## src/rtl/dds_key_ctrl.sv

```systemverilog
// Debounced five-key controller producing DDS waveform, frequency, amplitude and phase words.
// Frequency, amplitude and phase keys auto-repeat while held; a direction key selects up/down stepping.
module dds_key_ctrl #(
    parameter int unsigned FW           = 21,
    parameter int unsigned F_STEP       = 8590,
    parameter int unsigned F_MAX        = 1717987,
    parameter int unsigned AW           = 4,
    parameter int unsigned A_MIN        = 1,
    parameter int unsigned A_MAX        = 10,
    parameter int unsigned PW           = 9,
    parameter int unsigned P_STEP       = 100,
    parameter int unsigned NUM_WAVE     = 4,
    parameter int unsigned DEBOUNCE_CYC = 1000000,
    parameter int unsigned HOLD_CYC     = 25000000,
    parameter int unsigned REPEAT_CYC   = 5000000
) (
    input  logic          clk,
    input  logic          reset,
    input  logic          set_waveform_key,
    input  logic          set_f_key,
    input  logic          set_a_key,
    input  logic          set_p_key,
    input  logic          dir_key,
    output logic [1:0]    set_waveform,
    output logic [FW-1:0] f_control,
    output logic [AW-1:0] a_control,
    output logic [PW-1:0] p_control,
    output logic          dir,
    output logic          upd
);

    localparam int unsigned NK      = 5;
    localparam int unsigned NR      = 3;
    localparam int unsigned K_WAVE  = 0;
    localparam int unsigned K_F     = 1;
    localparam int unsigned K_P     = 3;
    localparam int unsigned K_DIR   = 4;
    localparam int unsigned FW1     = FW + 1;
    localparam int unsigned DBW     = $clog2(DEBOUNCE_CYC + 1);
    localparam int unsigned RPT_MAX = (HOLD_CYC > REPEAT_CYC) ? HOLD_CYC : REPEAT_CYC;
    localparam int unsigned RCW     = $clog2(RPT_MAX + 1);

    typedef enum logic [1:0] {
        ST_IDLE,
        ST_HOLD,
        ST_REPEAT
    } rpt_state_t;

    logic [NK-1:0]  key_raw;
    logic [NK-1:0]  sync1_q;
    logic [NK-1:0]  sync2_q;
    logic [NK-1:0]  deb_q;
    logic [NK-1:0]  deb_d1_q;
    logic [DBW-1:0] db_cnt_q [NK];
    logic [NK-1:0]  press_c;
    logic [NR-1:0]  rpt_press_c;
    logic [NR-1:0]  rpt_rel_c;

    rpt_state_t     state_q   [NR];
    rpt_state_t     state_d   [NR];
    logic [RCW-1:0] rpt_cnt_q [NR];
    logic [RCW-1:0] rpt_cnt_d [NR];
    logic [NR-1:0]  step_c;

    logic [FW1-1:0] f_sum;
    logic [FW-1:0]  f_up, f_dn;
    logic [AW-1:0]  a_up, a_dn;
    logic [PW-1:0]  p_up, p_dn;
    logic [1:0]     wave_d;
    logic [FW-1:0]  f_d;
    logic [AW-1:0]  a_d;
    logic [PW-1:0]  p_d;
    logic           dir_d;
    logic           upd_d;

    assign key_raw = {dir_key, set_p_key, set_a_key, set_f_key, set_waveform_key};

    // Two-flop synchroniser and per-key debounce counter
    always_ff @(posedge clk or negedge reset) begin
        if (!reset) begin
            sync1_q  <= '1;
            sync2_q  <= '1;
            deb_q    <= '1;
            deb_d1_q <= '1;
            for (int i = 0; i < NK; i++) db_cnt_q[i] <= '0;
        end else begin
            sync1_q  <= key_raw;
            sync2_q  <= sync1_q;
            deb_d1_q <= deb_q;
            for (int i = 0; i < NK; i++) begin
                if (sync2_q[i] == deb_q[i]) begin
                    db_cnt_q[i] <= '0;
                end else if (db_cnt_q[i] == DBW'(DEBOUNCE_CYC)) begin
                    deb_q[i]    <= sync2_q[i];
                    db_cnt_q[i] <= '0;
                end else begin
                    db_cnt_q[i] <= db_cnt_q[i] + DBW'(1);
                end
            end
        end
    end

    assign press_c     = deb_d1_q & ~deb_q;
    assign rpt_press_c = press_c[K_P:K_F];
    assign rpt_rel_c   = ~deb_d1_q[K_P:K_F] & deb_q[K_P:K_F];

    // Repeat FSM state register (f, a, p)
    always_ff @(posedge clk or negedge reset) begin
        if (!reset) begin
            for (int r = 0; r < NR; r++) begin
                state_q[r]   <= ST_IDLE;
                rpt_cnt_q[r] <= '0;
            end
        end else begin
            for (int r = 0; r < NR; r++) begin
                state_q[r]   <= state_d[r];
                rpt_cnt_q[r] <= rpt_cnt_d[r];
            end
        end
    end

    // Repeat FSM next state; release wins over a step due in the same cycle
    always_comb begin
        for (int r = 0; r < NR; r++) begin
            state_d[r]   = state_q[r];
            rpt_cnt_d[r] = rpt_cnt_q[r];
            case (state_q[r])
                ST_IDLE: begin
                    if (rpt_press_c[r]) begin
                        state_d[r]   = ST_HOLD;
                        rpt_cnt_d[r] = '0;
                    end
                end
                ST_HOLD: begin
                    if (rpt_rel_c[r]) begin
                        state_d[r] = ST_IDLE;
                    end else if (rpt_cnt_q[r] == RCW'(HOLD_CYC - 1)) begin
                        state_d[r]   = ST_REPEAT;
                        rpt_cnt_d[r] = '0;
                    end else begin
                        rpt_cnt_d[r] = rpt_cnt_q[r] + RCW'(1);
                    end
                end
                ST_REPEAT: begin
                    if (rpt_rel_c[r]) begin
                        state_d[r] = ST_IDLE;
                    end else if (rpt_cnt_q[r] == RCW'(REPEAT_CYC - 1)) begin
                        rpt_cnt_d[r] = '0;
                    end else begin
                        rpt_cnt_d[r] = rpt_cnt_q[r] + RCW'(1);
                    end
                end
                default: state_d[r] = ST_IDLE;
            endcase
        end
    end

    // Repeat FSM outputs: one step request per key
    always_comb begin
        step_c = '0;
        for (int r = 0; r < NR; r++) begin
            case (state_q[r])
                ST_IDLE:   step_c[r] = rpt_press_c[r];
                ST_HOLD:   step_c[r] = !rpt_rel_c[r] && (rpt_cnt_q[r] == RCW'(HOLD_CYC - 1));
                ST_REPEAT: step_c[r] = !rpt_rel_c[r] && (rpt_cnt_q[r] == RCW'(REPEAT_CYC - 1));
                default:   step_c[r] = 1'b0;
            endcase
        end
    end

    // Step arithmetic; frequency compares at one extra bit to catch overflow
    assign f_sum = {1'b0, f_control} + FW1'(F_STEP);
    assign f_up  = (f_sum > FW1'(F_MAX)) ? '0 : f_sum[FW-1:0];
    assign f_dn  = ({1'b0, f_control} < FW1'(F_STEP)) ? FW'(F_MAX) : f_control - FW'(F_STEP);
    assign a_up  = (a_control == AW'(A_MAX)) ? AW'(A_MIN) : a_control + AW'(1);
    assign a_dn  = (a_control == AW'(A_MIN)) ? AW'(A_MAX) : a_control - AW'(1);
    assign p_up  = p_control + PW'(P_STEP);
    assign p_dn  = p_control - PW'(P_STEP);

    always_comb begin
        wave_d = set_waveform;
        f_d    = f_control;
        a_d    = a_control;
        p_d    = p_control;
        dir_d  = dir;
        if (press_c[K_WAVE]) begin
            wave_d = (set_waveform == 2'(NUM_WAVE - 1)) ? 2'd0 : set_waveform + 2'd1;
        end
        if (step_c[0]) f_d = dir ? f_dn : f_up;
        if (step_c[1]) a_d = dir ? a_dn : a_up;
        if (step_c[2]) p_d = dir ? p_dn : p_up;
        if (press_c[K_DIR]) dir_d = ~dir;
        upd_d = (wave_d != set_waveform) || (f_d != f_control) || (a_d != a_control)
             || (p_d != p_control) || (dir_d != dir);
    end

    always_ff @(posedge clk or negedge reset) begin
        if (!reset) begin
            set_waveform <= '0;
            f_control    <= FW'(F_STEP);
            a_control    <= AW'(A_MIN);
            p_control    <= '0;
            dir          <= 1'b0;
            upd          <= 1'b0;
        end else begin
            set_waveform <= wave_d;
            f_control    <= f_d;
            a_control    <= a_d;
            p_control    <= p_d;
            dir          <= dir_d;
            upd          <= upd_d;
        end
    end

endmodule
```

## config.mk

```make
export PLATFORM = sky130hd
export DESIGN_NAME = dds_key_ctrl
export DESIGN_NICKNAME = d
export VERILOG_FILES = /design/src/rtl/dds_key_ctrl.sv
export SDC_FILE = /design/constraint.sdc
export NUM_CORES = 1
export LEC_CHECK = 0
export CORE_MARGIN = 3
export CORE_UTILIZATION = 45
export CTS_BUF_LIST = sky130_fd_sc_hd__clkbuf_4
export DETAILED_ROUTE_END_ITERATION = 10
export GPL_ROUTABILITY_DRIVEN = 0
export PLACE_DENSITY = 0.66
export SYNTH_ARGS = -nofsm -noshare
export SYNTH_HDL_FRONTEND = slang
export SYNTH_SLANG_ARGS = --single-unit
```

## constraint.sdc

```tcl
create_clock -name clk -period 4.8 [get_ports clk]
set_input_delay 0.96 -clock clk [delete_from_list [all_inputs] [get_ports clk]]
set_output_delay 0.96 -clock clk [all_outputs]
set_load 0.02 [all_outputs]
```

==> results.sh <==
export IMPL_outcome="finished, final reports clean"
export IMPL_grt_pass1_wl_um=50100
export IMPL_wl_um=29000
export IMPL_setup_viol=0
export IMPL_ys_ff_latch=237
export IMPL_final_antenna_net_count=0
export IMPL_synth_ff_type="dfrtp_1"
export IMPL_initial_core_util=0.462
export IMPL_worst_setup_path_start_kind="flop"
export IMPL_synth_seq_area_share=0.444
export IMPL_final_cell_mix="246 x nor2_1, 210 x dfrtp_1, 132 x nand2_1"
export IMPL_port_buffers=42
export IMPL_ys_warn_count=0
export IMPL_cp_required_ns=5.35
export IMPL_initialDrtViolationCount=842
export IMPL_via_per_inst=5.47
export IMPL_switchingPower_mw=0.945
export IMPL_p_comb_frac=0.022
export IMPL_die_h_um=179
export IMPL_period_needed_ns=3.92
export IMPL_finalInstanceArea_um2=15100
export IMPL_cts_resized=0
export IMPL_die_w_um=179
export IMPL_rsz0062_at_grt="no"
export IMPL_drc=0
export IMPL_synth_cell_type_count=74
export IMPL_clock_root_buffer="clkbuf_4"
export IMPL_die_area_um2=32000
export IMPL_endpoint_kind="flop"
export IMPL_dr_pass1_iters=5
export IMPL_fp_row_count=62
export IMPL_syn_inst=1515
export IMPL_grt_start_max_net_pins=103
export IMPL_holdWs_ns=0.321
export IMPL_syn_area_um2=13400
export IMPL_reg2reg_to="f_control[14]"
export IMPL_syn_area_per_cell_um2=8.87
export IMPL_worstPathArrival_ns=4.47
export IMPL_post_route_period_util=0.818
export IMPL_dpl_cell_area_um2=14200
export IMPL_rr_worst_depth=11
export IMPL_overflow=0
export IMPL_stdcell_count=2008
export IMPL_hold_path_class="in2async"
export IMPL_cts_hold_buffers_added=0
export IMPL_final_hold_violation_count=0
export IMPL_layout_drive_gt1_share=0.110
export IMPL_antenna_found_initial=1
export IMPL_internal_power_mw=3.13
export IMPL_drv_slew=0
export IMPL_core_um2=29100
export IMPL_hpwl_um=19400
export IMPL_clk_path_buf_depth=3
export IMPL_clkPwrFrac=0.480
export IMPL_worstMarginPinSlew_ns=1.10
export IMPL_post_route_util=0.518
export IMPL_fin_total_pwr_mw=4.08
export IMPL_preCtsSetupSlack_ns=1.00
export IMPL_dr_total_vias=11000
export IMPL_drv_cap=0
export IMPL_wl_per_cell_um=14.4
export IMPL_synth_edf_count=0
export IMPL_tns_ns=0
export IMPL_setup_ws_ns=0.876
export IMPL_nets=1618
export IMPL_cts_tree="yes"
export IMPL_crit_fanout=15
export IMPL_clkLatencyLatePin_ns=0.67
export IMPL_powerDensity_nw_per_um2=271
export IMPL_async_flop_share=1.00
export IMPL_fmax_mhz=255
export IMPL_p_leak_nw=6.38
export IMPL_swShare=0.232
export IMPL_crit_type="reg2reg"
export IMPL_rrSetupSlack_ns=0.88
export IMPL_clock_skew_ns=0.0550
export IMPL_cts_buffers_inserted=67
export IMPL_fillers=2731
export IMPL_htreeDepth=3
export IMPL_relSlewSlack=0.262
export IMPL_seq_power_share=0.498
export IMPL_grt_pass1_vias=10800
export IMPL_cts_sinks=237
export IMPL_dpl_cell_count=1888
export IMPL_post_cts_buffers=0
export IMPL_rr_startpoint="f_control[1]"
export IMPL_syn2layout_area_growth_pct=12.1
export IMPL_ir_worst_vdd_mv=0.134
export IMPL_ioPinCount=45
export IMPL_final_common_cell="nor2_1"
export IMPL_path_clk_slew_ns=0.07
export IMPL_grt_usage=0.185
## registers in the layout, indices dropped and copies added (netlist names), 4 cells and up
name,flops
state_q,6
a_control,4
p_control,7
sync1_q,5
db_cnt_q,100
sync2_q,5
f_control,21
deb_d1_q,5
deb_q,5
rpt_cnt_q,75
## Yosys cell counts (7+ instances only)
cell type	count	area, µm²
o21ai_0	80	400
o21bai_1	7	52.6
nor2b_1	14	87.6
nor4_1	10	62.6
nor3_1	36	180
a21oi_1	54	270
or3_1	18	113
a211oi_1	10	75.1
nand3_1	90	450
clkbuf_1	44	165
a31oi_1	11	68.8
mux2_2	13	146
xnor2_1	72	631
buf_2	11	55.1
or2_2	9	56.3
a221oi_1	9	78.8
nor2_1	246	923
o22ai_1	7	43.8
nand4_1	40	250
inv_1	58	218
mux2i_1	9	90.1
dfstp_2	27	709
nand2b_1	19	119
nand2_1	132	495
ha_1	37	463
and3_1	37	231
nor4b_1	16	140
dfrtp_1	210	5260
xor2_1	75	657
a21o_1	8	60.1
and2_1	10	62.6
## how the worst max path moves through the flow
stage            startpoint       endpoint  slack [ns]  cells past startpoint
2_1_floorplan  f_control[1]  f_control[14]        1.45                     12
3_3_place_gp   f_control[1]  f_control[11]        1.12                     11
3_5_place_dp   f_control[1]  f_control[14]        1.00                     11
4_1_cts        f_control[1]  f_control[14]        0.93                     11
5_1_grt        f_control[1]  f_control[14]        0.66                     11
6_report       f_control[1]  f_control[14]        0.88                     11
## cells by family (layout without fill, tap and decap cells)
family / after synthesis / count (layout) / synth area share
muxes: 22 / 22 / 0.0176
AOI/OAI and AO/OA: 248 / 248 / 0.118
DFF: 237 / 237 / 0.444
xor gates and xnor gates: 147 / 147 / 0.0958
adders and majority gates: 38 / 38 / 0.0359
and+or+nand+nor: 700 / 700 / 0.252
buffers and inverters: 122 / 229 / 0.0365
other: 1 / 3 / 0.000279
## worst max-delay path, stage by stage (launching register included)
cell and delay [ns]:
dfstp_2 0.63, inv_1 0.12, ha_1 0.31, nand2b_1 0.18, a21oi_2 0.12, nor3_2 0.35, a21oi_1 0.12, or4b_4 0.53
or4_4 0.55, a21oi_4 0.49, a22oi_1 0.18, o22ai_1 0.22
## layer usage
metal / share of wire / track usage / wire length [µm]
met4: 0.019 / 0.0627 / 563
met3: 0.053 / 0.0415 / 1520
met5: 0 / 0 / 0
met1: 0.47 / 0.251 / 13600
met2: 0.46 / 0.294 / 13300
## power by group through the flow
stage	registers, mW	clock network (mW)	logic (mW)
5_1_grt	2.03	2.14	0.107
3_3_place_gp	2.07	0	0.0927
2_1_floorplan	2.06	0	0.0385
3_5_place_dp	2.07	0	0.0935
6_report	2.03	1.96	0.0886
4_1_cts	2.03	2.04	0.0940
## final cells by class
cell class              count  area (µm²)  share of cell area
repair buffers             52         500              0.0332
flip-flops and latches    237        5960               0.396
clock inverters            22         166              0.0111
multi-input cells        1157        7000               0.465
well taps                 384         480              0.0319
diodes                      1        2.50            0.000166
inverters                  58         218              0.0145
clock buffers              97         728              0.0484
Note: power is estimated with default switching activity, not from simulation.
